--- config.mk ---
export PLATFORM = sky130hd
export DESIGN_NAME = mul_share_arbiter_flat
export DESIGN_NICKNAME = d
export VERILOG_FILES = /design/src/rtl/mul_share_arbiter_pkg.sv /design/src/rtl/mul_share_arbiter_if.sv /design/src/rtl/mul_share_arbiter_rr_pick.sv /design/src/rtl/mul_share_arbiter.sv /design/src/flat_wrapper.sv
export SDC_FILE = /design/constraint.sdc
export NUM_CORES = 1
export LEC_CHECK = 0
export BUFFER_PORTS_ARGS = -buffer_cell sky130_fd_sc_hd__buf_2
export CAP_MARGIN = 40
export CORE_AREA = 10 10 346 348
export DETAILED_ROUTE_END_ITERATION = 7
export DIE_AREA = 0 0 356 358
export MAX_ROUTING_LAYER = met4
export SKIP_CTS_REPAIR_TIMING = 1
export SLEW_MARGIN = 25
export SYNTH_ARGS = -nofsm -noshare
export SYNTH_HDL_FRONTEND = slang
export SYNTH_SLANG_ARGS = --single-unit
--- constraint.sdc ---
create_clock -name clk -period 4.09 [get_ports clk]
set_input_delay 0.6135 -clock clk [delete_from_list [all_inputs] [get_ports clk]]
set_output_delay 0.6135 -clock clk [all_outputs]
set_load 0.05 [all_outputs]
--- src/rtl/mul_share_arbiter_pkg.sv ---
// Shared types and constants for the multiplier-sharing arbiter and its helpers.
package mul_share_pkg;

  localparam int unsigned MUL_OP_W    = 64;
  localparam int unsigned MUL_PROD_W  = 128;
  localparam int unsigned TIMEOUT_DEF = 255;

  typedef enum logic [2:0] {
    IDLE,
    CLR,
    LOAD,
    WAIT,
    RESP
  } mul_arb_state_t;

endpackage

--- src/rtl/mul_share_arbiter_if.sv ---
// Requester fabric bundle: per-requester operand handshake plus the shared response channel.
interface mul_share_arbiter_if
  import mul_share_pkg::*;
#(
  parameter int unsigned N_REQ = 4
);
  localparam int unsigned ID_W = $clog2(N_REQ);

  logic [N_REQ-1:0]                req_valid;
  logic [N_REQ-1:0]                req_ready;
  logic [N_REQ-1:0][MUL_OP_W-1:0]  req_a;
  logic [N_REQ-1:0][MUL_OP_W-1:0]  req_b;
  logic                            rsp_valid;
  logic                            rsp_ready;
  logic [ID_W-1:0]                 rsp_id;
  logic [MUL_PROD_W-1:0]           rsp_product;
  logic                            rsp_err;

  modport master (
    output req_valid, req_a, req_b, rsp_ready,
    input  req_ready, rsp_valid, rsp_id, rsp_product, rsp_err
  );

  modport slave (
    input  req_valid, req_a, req_b, rsp_ready,
    output req_ready, rsp_valid, rsp_id, rsp_product, rsp_err
  );
endinterface

--- src/rtl/mul_share_arbiter_rr_pick.sv ---
// Combinational round-robin picker: first valid requester after ptr, with wrap.
module rr_pick #(
  parameter int unsigned N = 4
) (
  input  logic [N-1:0]         valid,
  input  logic [$clog2(N)-1:0] ptr,
  output logic [N-1:0]         grant,
  output logic [$clog2(N)-1:0] id,
  output logic                 any
);
  localparam int unsigned ID_W = $clog2(N);

  logic [2*N-1:0] dbl;
  logic [N-1:0]   rot;
  int unsigned    ofs;
  int unsigned    sum;

  // Rotate so the slot just after ptr lands at bit 0, then take the lowest set bit.
  always_comb begin
    dbl = {valid, valid} >> (32'(ptr) + 32'd1);
    rot = dbl[N-1:0];
    ofs = 0;
    for (int i = int'(N) - 1; i >= 0; i--) begin
      if (rot[i]) ofs = 32'(i);
    end
    sum = 32'(ptr) + 32'd1 + ofs;
    if (sum >= N) sum = sum - N;
    any   = |valid;
    id    = ID_W'(sum);
    grant = any ? (N'(1) << id) : '0;
  end
endmodule

--- src/rtl/mul_share_arbiter.sv ---
// Shares one multi-cycle multiplier between N_REQ requesters: grant, clear, load, wait, respond.
module mul_share_arbiter
  import mul_share_pkg::*;
#(
  parameter int unsigned N_REQ      = 4,
  parameter int unsigned CLR_CYCLES = 2,
  parameter int unsigned TIMEOUT    = TIMEOUT_DEF
) (
  input  logic                  clk,
  input  logic                  reset_n,
  mul_share_arbiter_if.slave    bus,
  output logic                  mul_reset_n,
  output logic                  mul_w_en,
  output logic [MUL_OP_W-1:0]   mul_a,
  output logic [MUL_OP_W-1:0]   mul_b,
  input  logic                  mul_ok,
  input  logic [MUL_PROD_W-1:0] mul_product
);
  localparam int unsigned ID_W  = $clog2(N_REQ);
  localparam int unsigned CNT_W = 16;
  localparam logic [CNT_W-1:0] CLR_LAST = CNT_W'(CLR_CYCLES - 1);
  localparam logic [CNT_W-1:0] TO_LAST  = CNT_W'(TIMEOUT - 1);

  mul_arb_state_t        state_q, state_d;
  logic [ID_W-1:0]       ptr_q, ptr_d, id_q, id_d, pick_id;
  logic [N_REQ-1:0]      pick_grant;
  logic                  pick_any;
  logic [CNT_W-1:0]      cnt_q, cnt_d;
  logic [MUL_OP_W-1:0]   a_q, a_d, b_q, b_d;
  logic [MUL_PROD_W-1:0] prod_q, prod_d;
  logic                  err_q, err_d;
  logic                  rsp_valid_q, mul_reset_n_q, mul_w_en_q;

  rr_pick #(
    .N(N_REQ)
  ) u_pick (
    .valid(bus.req_valid),
    .ptr  (ptr_q),
    .grant(pick_grant),
    .id   (pick_id),
    .any  (pick_any)
  );

  always_comb begin
    state_d       = state_q;
    ptr_d         = ptr_q;
    id_d          = id_q;
    cnt_d         = cnt_q;
    a_d           = a_q;
    b_d           = b_q;
    prod_d        = prod_q;
    err_d         = err_q;
    bus.req_ready = '0;
    unique case (state_q)
      IDLE: begin
        if (pick_any) begin
          bus.req_ready = pick_grant;
          a_d           = bus.req_a[pick_id];
          b_d           = bus.req_b[pick_id];
          id_d          = pick_id;
          ptr_d         = pick_id;
          cnt_d         = '0;
          state_d       = CLR;
        end
      end
      CLR: begin
        if (cnt_q == CLR_LAST) begin
          cnt_d   = '0;
          state_d = LOAD;
        end else begin
          cnt_d = cnt_q + 1'b1;
        end
      end
      LOAD: begin
        cnt_d   = '0;
        state_d = WAIT;
      end
      WAIT: begin
        // cnt_q == 0 is the first WAIT cycle; ok_flag there may be skewed and is ignored.
        if (cnt_q != '0 && mul_ok) begin
          prod_d  = mul_product;
          err_d   = 1'b0;
          state_d = RESP;
        end else if (cnt_q == TO_LAST) begin
          prod_d  = '0;
          err_d   = 1'b1;
          state_d = RESP;
        end else begin
          cnt_d = cnt_q + 1'b1;
        end
      end
      RESP: begin
        if (bus.rsp_ready) state_d = IDLE;
      end
      default: state_d = IDLE;
    endcase
  end

  always_ff @(posedge clk or negedge reset_n) begin
    if (!reset_n) begin
      state_q       <= IDLE;
      ptr_q         <= ID_W'(N_REQ - 1);
      id_q          <= '0;
      cnt_q         <= '0;
      a_q           <= '0;
      b_q           <= '0;
      prod_q        <= '0;
      err_q         <= 1'b0;
      rsp_valid_q   <= 1'b0;
      mul_reset_n_q <= 1'b0;
      mul_w_en_q    <= 1'b0;
    end else begin
      state_q       <= state_d;
      ptr_q         <= ptr_d;
      id_q          <= id_d;
      cnt_q         <= cnt_d;
      a_q           <= a_d;
      b_q           <= b_d;
      prod_q        <= prod_d;
      err_q         <= err_d;
      rsp_valid_q   <= (state_d == RESP);
      mul_reset_n_q <= (state_d != CLR);
      mul_w_en_q    <= (state_d == LOAD);
    end
  end

  assign bus.rsp_valid   = rsp_valid_q;
  assign bus.rsp_id      = id_q;
  assign bus.rsp_product = prod_q;
  assign bus.rsp_err     = err_q;
  assign mul_reset_n     = mul_reset_n_q;
  assign mul_w_en        = mul_w_en_q;
  assign mul_a           = a_q;
  assign mul_b           = b_q;
endmodule

--- src/flat_wrapper.sv ---
// flat-port wrapper written by rule: the top's interface ports become plain ports
module mul_share_arbiter_flat import mul_share_pkg::*;
#(
  parameter int unsigned N_REQ      = 4,
  parameter int unsigned CLR_CYCLES = 2,
  parameter int unsigned TIMEOUT    = TIMEOUT_DEF
)
  (clk, reset_n, mul_reset_n, mul_w_en, mul_a, mul_b, mul_ok, mul_product, bus_req_valid, bus_req_a, bus_req_b, bus_rsp_ready, bus_req_ready, bus_rsp_valid, bus_rsp_id, bus_rsp_product, bus_rsp_err);
  mul_share_arbiter_if #(.N_REQ(N_REQ)) bus_i ();
  input  logic clk;
  input  logic reset_n;
  output logic mul_reset_n;
  output logic mul_w_en;
  output logic [MUL_OP_W-1:0] mul_a;
  output logic [MUL_OP_W-1:0] mul_b;
  input  logic mul_ok;
  input  logic [MUL_PROD_W-1:0] mul_product;
  input wire logic [$bits(bus_i.req_valid)-1:0] bus_req_valid;
  input wire logic [$bits(bus_i.req_a)-1:0] bus_req_a;
  input wire logic [$bits(bus_i.req_b)-1:0] bus_req_b;
  input wire logic [$bits(bus_i.rsp_ready)-1:0] bus_rsp_ready;
  output wire logic [$bits(bus_i.req_ready)-1:0] bus_req_ready;
  output wire logic [$bits(bus_i.rsp_valid)-1:0] bus_rsp_valid;
  output wire logic [$bits(bus_i.rsp_id)-1:0] bus_rsp_id;
  output wire logic [$bits(bus_i.rsp_product)-1:0] bus_rsp_product;
  output wire logic [$bits(bus_i.rsp_err)-1:0] bus_rsp_err;
  assign bus_i.req_valid = bus_req_valid;
  assign bus_i.req_a = bus_req_a;
  assign bus_i.req_b = bus_req_b;
  assign bus_i.rsp_ready = bus_rsp_ready;
  assign bus_req_ready = bus_i.req_ready;
  assign bus_rsp_valid = bus_i.rsp_valid;
  assign bus_rsp_id = bus_i.rsp_id;
  assign bus_rsp_product = bus_i.rsp_product;
  assign bus_rsp_err = bus_i.rsp_err;
  mul_share_arbiter #(.N_REQ(N_REQ), .CLR_CYCLES(CLR_CYCLES), .TIMEOUT(TIMEOUT)) u_core (.clk(clk), .reset_n(reset_n), .bus(bus_i), .mul_reset_n(mul_reset_n), .mul_w_en(mul_w_en), .mul_a(mul_a), .mul_b(mul_b), .mul_ok(mul_ok), .mul_product(mul_product));
endmodule
==> results of run 1 <==
==> state kept, by name (all words and copies together), names as in the netlist, 2 cells and up <==
| name | cells |
|---|---|
| u_core.bus.rsp_product | 128 |
| u_core.mul_a | 64 |
| u_core.mul_b | 64 |
| u_core.cnt_q | 16 |
| u_core.state_q | 3 |
| u_core.bus.rsp_id | 2 |
| u_core.ptr_q | 2 |
==> kinds of logic after synthesis <==
logic type               after synthesis
AO/OA/AOI/OAI                        820
AND/OR/NAND/NOR                      604
flip-flops                           283
multiplexers                         257
buffers and inverters                238
XOR/XNOR                               9
adder cells (fa/ha/maj)                6
==> final timing paths <==
kind / start / endpoint / cells after the start
max: u_core.ptr_q[1]$_DFFE_PN1P_ / bus_req_ready[0] / 11
min: reset_n / u_core.mul_a[55]$_DFFE_PN0P_ / 1
max reg2reg: u_core.ptr_q[1]$_DFFE_PN1P_ / u_core.mul_a[6]$_DFFE_PN0P_ / 13
min reg2reg: u_core.bus.rsp_product[79]$_DFFE_PN0P_ / u_core.bus.rsp_product[79]$_DFFE_PN0P_ / 1
max in group asynchronous: reset_n / u_core.bus.rsp_product[7]$_DFFE_PN0P_ / 2
min in group clk: bus_rsp_ready / u_core.state_q[2]$_DFF_PN0_ / 2
==> layer usage <==
metal  up-vias  GRT usage, %  wire length, um  share of wire, %
li1       9980             -                -                 -
met1     10856         19.35            43260                37
met2      1126         29.10            57000                49
met3       206         6.427            12360                11
met4         0         5.521             3812               3.3
met5         -             -                0                 0
==> Yosys cell counts, drive strengths merged, types with 4 or more instances <==
master and n:
nor2 21, a22o 128, nand4 4, nand3 4, clkbuf 128, mux2 129, o21ai 18, nor3 6
o21a 4, or3 4, and3 4, o211ai 131, inv 12, nor4 6, buf 98, o31ai 5
dfrtp 281, a21oi 267, nor2b 7, ha 5, a22oi 128, nand2 529, mux2i 128, nor3b 5
o32ai 128, xor2 6
==> metrics by stage <==
step,power [mW],setup TNS (ns),setup slack [ns],hold WS [ns],instance area (um^2)
6_report,26.42,0,0.3285,0.02525,27320
5_1_grt,27.81,0,0.1299,0.06612,27300
4_1_cts,26.38,-0.03456,-0.03456,0.04444,27120
3_5_place_dp,22.36,0,0.08416,0.4852,25680
3_3_place_gp,22.20,0,0.1242,0.4835,25680
2_1_floorplan,16.98,0,0.2391,0.3179,19400
==> final cells by class <==
| type | count | share of cell area (%) |
|---|---|---|
| diodes | 29 | 0.2657 |
| inverters | 12 | 0.1649 |
| well taps | 1500 | 6.870 |
| repair buffers | 997 | 20.34 |
| multi-input cells | 1696 | 41.18 |
| flip-flops and latches | 283 | 25.93 |
| clock buffers | 51 | 4.031 |
| clock inverters | 18 | 1.214 |
==> placed cells by master (no fill, tap or decap), drive strengths merged, types with 6 or more instances in the layout <==
cell type  synthesis  layout
clkinv             0       8
bufinv             0       7
o211ai           131     131
a21oi            267     267
inv               12      13
nor2              21      21
xor2               6       6
a22o             128     128
diode              0      29
a22oi            128     128
clkbuf           128      51
nor4               6       6
nor2b              7       7
o21ai             18      18
mux2             129     129
o32ai            128     128
nor3               6       6
dfrtp            281     281
buf               98     997
nand2            529     529
mux2i            128     128
==> report_power, final <==
group	switching [mW]	internal, mW
Sequential	0.859	3.98
Combinational	11.5	6.19
Clock	1.53	2.36
==> qor.yml, run 1 <==
setup_path:
  path_cells: "a21oi_1, a21oi_1, o211ai_1, o21ai_0, ha_1, xor2_1, xnor2_4, buf_12, buf_4, nor2b_1, buf_2"
  crit_required_ns: 3.48
  critPathBufInv: 3
  cp-start-kind: "flop"
  max_stage_delay_ns: 0.66
  timing.critical_path.mode_cell: "a21oi_1"
  cp_slowest_cell: "dfstp_2"
  crit_type: "reg2out"
  critPathMaxFanout: 12
  rrSetupSlack_ns: 0.76
  cp_top_family: "flip-flops"
  arrival_ns: 3.15
  critPathCaptureType: "primary output"
synthesis:
  ys_seq_elements: 283
  async_flop_share_pct: 100.0
  synthXorXnorAreaFrac_pct: 0.5030
  synth_warnings: 0
  synth.top_cell.area_share_pct: 36.24
  synth_enable_flop_cells: 0
  synthSimpleGateAreaFrac_pct: 12.61
  syn_inst: 2217
  synth_compound_area_share_pct: 29.98
  synth_flop_cell: "dfrtp_1"
  synth.cell_area_um2: 19400
  synth_top_family_by_area: "compound AO/OA/AOI/OAI gates"
  post_synth_mux_area_share_pct: 14.09
  synthAdderAreaFrac_pct: 0.3740
  synth-seq-area-share_pct: 36.51
  syn_nets: 2870
  synth_area_leaders: "dfrtp_1 (36%), nand2_1 (10%), mux2_2 (7.5%)"
  synth_largest_area_cell: "dfrtp_1"
  synthDistinctLibCells: 58
  avgSynthCellArea_um2: 8.752
routing:
  totalWireLength_mm: 116.4
  ant_nets: 0
  drtIter0Drc: 2061
  drc: 0
  vias: 22168
  viasPerCell: 4.834
  wl_per_cell_um: 25.39
  dr.pass1.iters: 7
global_route:
  antenna_found_initial: 64
  track_usage_pct: 17.49
  grt_max_degree: 133
  grt_pass1_wl_mm: 161.2
  grt_pass1_vias: 21857
  overflow: 0
floorplanning:
  core_area_um2: 112300
  die_width_um: 356
  die_h_um: 358
  num_rows: 123
  dieArea_um2: 127400
  pin_count: 914
  initial_core_util_pct: 17.27
cells_and_area:
  layoutNonFillerInstCount: 4586
  fin_nets: 3682
  fin_util_pct: 24.32
  drive_gt1_share_pct: 39.81
  fillers: 12282
  area_growth_syn_to_layout_pct: 40.79
  final-seq-area_um2: 7084
  multi_input_area_um2: 11250
timing:
  drv_slew: 0
  setup_viol: 0
  fin_skew_ns: 0.02457
  timing.fmax_ghz: 0.2659
  timing.final.crit_share_pct: 91.97
  rsz0062_at_grt: "false"
  finalHoldViolCount: 0
  worst_slew_pin_slew_ns: 1.058
  timing.slew.headroom_pct: 29.49
  fin_crit_ns: 3.761
status:
  status: "complete, no violations"
clock_tree:
  path_clk_slew_ns: 0.06
  tritoncts: "done"
  clkLatencyLatePin_ns: 0.60
  cts_buffers: 39
  cts_buffer_depth: 3
  cts.htree.levels: 2
  cts.sinks: 283
  clockRootBuffer: "clkbuf_16"
flow_run:
  cap_violations: 0
pwr:
  vdd_ir_drop_max_mv: 0.7922
  leakage_nw: 11.64
  powerDensity_nw_per_um2: 967.2
hold_path:
  hold_class: "in2async"
place:
  gp_congestion: 0.8665
  portBuffers: 913
  dpl.hpwl_mm: 88.64
  placed_cells: 4478
(Power assumes the default switching activity.)
==> run 2: changes to the inputs <==
--- a/config.mk
+++ b/config.mk
@@ -10,9 +10,10 @@
 export CORE_AREA = 10 10 346 348
 export DETAILED_ROUTE_END_ITERATION = 7
 export DIE_AREA = 0 0 356 358
+export GPL_TIMING_DRIVEN = 0
 export MAX_ROUTING_LAYER = met4
 export SKIP_CTS_REPAIR_TIMING = 1
-export SLEW_MARGIN = 25
+export SLEW_MARGIN = 5
 export SYNTH_ARGS = -nofsm -noshare
 export SYNTH_HDL_FRONTEND = slang
 export SYNTH_SLANG_ARGS = --single-unit
==> qor.yml, run 2 (synthesis results as in run 1) <==
status:
  status: "complete, no violations"
timing:
  fin_setup_tns_ns: 0  # unchanged
  worst_slack_ns: 0.1868  # -0.1417 ns
  setup_viol: 0  # unchanged
  fin_skew_ns: 0.02059  # -0.003982 ns
  timing.final.crit_share_pct: 95.43  # +3.5 points
  finalHoldViolCount: 0  # unchanged
  timing.fmax_ghz: 0.2562  # -3.6%
  fin_crit_ns: 3.903  # +0.1417 ns
  worst_slew_pin_slew_ns: 0.9246  # -0.1331 ns
  timing.slew.headroom_pct: 38.36  # +8.9 points
  whs_ns: 0.2318  # +0.2066 ns
  drv_slew: 0  # unchanged
pwr:
  combPwrFrac_pct: 69.2  # +2.2 points
  powerDensity_nw_per_um2: 998.0  # +3.2%
  switching_share_pct: 55.41  # +2.8 points
  p_int_mw: 12.32  # -1.7%
  p_clk_share_pct: 13.3  # -1.4 points
  p_total_mw: 27.63  # +4.6%
  vdd_ir_drop_max_mv: 0.5880  # -26%
  netSwitchingPower_mw: 15.31  # +10%
  leakage_nw: 11.81  # +1.4%
  power_frac_seq_pct: 17.6  # -0.7 points
global_route:
  grt_pass1_vias: 23147  # +5.9%
  track_usage_pct: 20.15  # +2.7 points
  overflow: 0  # unchanged
  grt_max_degree: 100  # -25%
  grt_pass1_wl_mm: 180.7  # +12%
  antenna_found_initial: 41  # -36%
hold_path:
  hold_class: "in2reg"
  worstHoldEndpoint: "u_core.bus.rsp_valid$_DFF_PN0_"
  hold_start: "bus_rsp_ready"
  holdPathStages: 2
place:
  placed_cell_area_um2: 26140  # +1.8%
  portBuffers: 911  # -0.22%
  gp_congestion: 0.9982  # +15%
  post-place-ws_ns: -1.363  # -1.447 ns
  dpl.hpwl_mm: 107.8  # +22%
clock_tree:
  clockRootBuffer: "clkbuf_16"
  cts_buffers: 39  # unchanged
  tritoncts: "done"
  cts.htree.levels: 2  # unchanged
  cts.sinks: 283  # unchanged
  cts_buffer_depth: 3  # unchanged
  clkLatencyLatePin_ns: 0.58  # -0.02 ns
  path_clk_slew_ns: 0.06  # about the same
setup_path:
  r2r-end: "u_core.mul_a[48]$_DFFE_PN0P_"
  critPathMaxFanout: 10  # -2
  regToRegStartpoint: "u_core.ptr_q[1]$_DFFE_PN1P_"
  crit_type: "in2reg"
  rrSetupSlack_ns: 0.19  # -0.57 ns
  reg2regPathDepth: 14  # +1
  cp-start-kind: "input port"
  arrival_ns: 4.31  # +1.16 ns
  crit_required_ns: 4.49  # +1.01 ns
  critPathCaptureType: "flop"
floorplanning:
  die_h_um: 358  # unchanged
  dieArea_um2: 127400  # unchanged
  initial_core_util_pct: 17.27  # unchanged
  core_area_um2: 112300  # unchanged
  num_rows: 123  # unchanged
  die_width_um: 356  # unchanged
  pin_count: 914  # unchanged
routing:
  drc: 0  # unchanged
  vias: 23294  # +5.1%
  drtIter0Drc: 2310  # +12%
  totalWireLength_mm: 133.7  # +15%
  dr.pass1.iters: 5  # -2
  wl_per_cell_um: 28.11  # +11%
  ant_nets: 0  # unchanged
  viasPerCell: 4.897  # +1.3%
cells_and_area:
  fin_nets: 3842  # +4.3%
  area_growth_syn_to_layout_pct: 42.66
  final_area_um2: 27680  # +1.3%
  final_common_cell: "buf_2"
  largest_reg_flops: 128  # unchanged
  layout_common_cells: "buf_2 (980), nand2_1 (529), dfrtp_1 (281), a21oi_1 (267), o211ai_1 (131)"
  drive_gt1_share_pct: 38.97  # -0.84 points
flow_run:
  cap_violations: 0  # unchanged
run 2: cell count changes in the layout (fill, tap and decap cells not counted), moves of 6 or more:
cell,delta
clkbuf_2,+8
buf_2,+69
diode_2,+10
clkbuf_1,+119
buf_4,-47
buf_8,+6
buf_6,+22
buf_12,-22
run 2: critical path: stages:
cell and delay, ns:
buf_2 0.24, buf_8 0.19, clkbuf_2 0.36, a21oi_1 0.12, o211ai_1 0.17, o21ai_0 0.12, ha_2 0.27, buf_12 0.15
xor2_4 0.16, xnor2_4 0.25, buf_4 0.16, buf_8 0.15, buf_2 0.42, mux2i_1 0.76, a22oi_1 0.14
run 2: area by class of cell:
type,count,area (um^2)
Buffer,224,1134
Inverter,12,45.04
Fill cell,12386,84670
Clock inverter,14,176.4
Multi-Input combinational cell,1696,11210
Sequential cell,283,7084
Timing Repair Buffer,933,4907
Tap cell,1500,1877
Antenna cell,39,97.59
Clock buffer,56,1151
run 2: power by group through the flow:
stage          sequential [mW]  clock (mW)  combinational, mW
6_report                  4.85        3.66               19.1
2_1_floorplan             8.41           0               8.57
3_5_place_dp              4.86           0               18.9
4_1_cts                   4.85        3.78               19.0
5_1_grt                   4.98        3.87               20.1
3_3_place_gp              4.83           0               18.7
run 2: how the worst max path moves through the flow:
stage | depth (start not counted) | end | start
3_5_place_dp | 15 | u_core.mul_a[13]$_DFFE_PN0P_ | bus_req_valid[1]
4_1_cts | 13 | bus_req_ready[2] | bus_req_valid[1]
6_report | 15 | u_core.mul_a[48]$_DFFE_PN0P_ | bus_req_valid[1]
2_1_floorplan | 10 | bus_req_ready[3] | bus_req_valid[1]
5_1_grt | 12 | bus_req_ready[3] | u_core.ptr_q[1]$_DFFE_PN1P_
3_3_place_gp | 1 | u_core.bus.rsp_product[92]$_DFFE_PN0P_ | reset_n
run 2: layer usage:
layer	routed length (um)	global-route usage [%]	vias up
met5	0	-	-
li1	-	-	10346
met2	64560	32.79	1345
met1	50580	22.80	11421
met4	4459	6.891	0
met3	14110	7.182	182
run 2: metrics by stage:
stage,utilization [%],instances
after floorplan,-,2217
after global placement,23.00,4628
after detailed placement,23.27,4644
after CTS,24.45,4714
after global routing,24.61,4744
final,24.64,4757
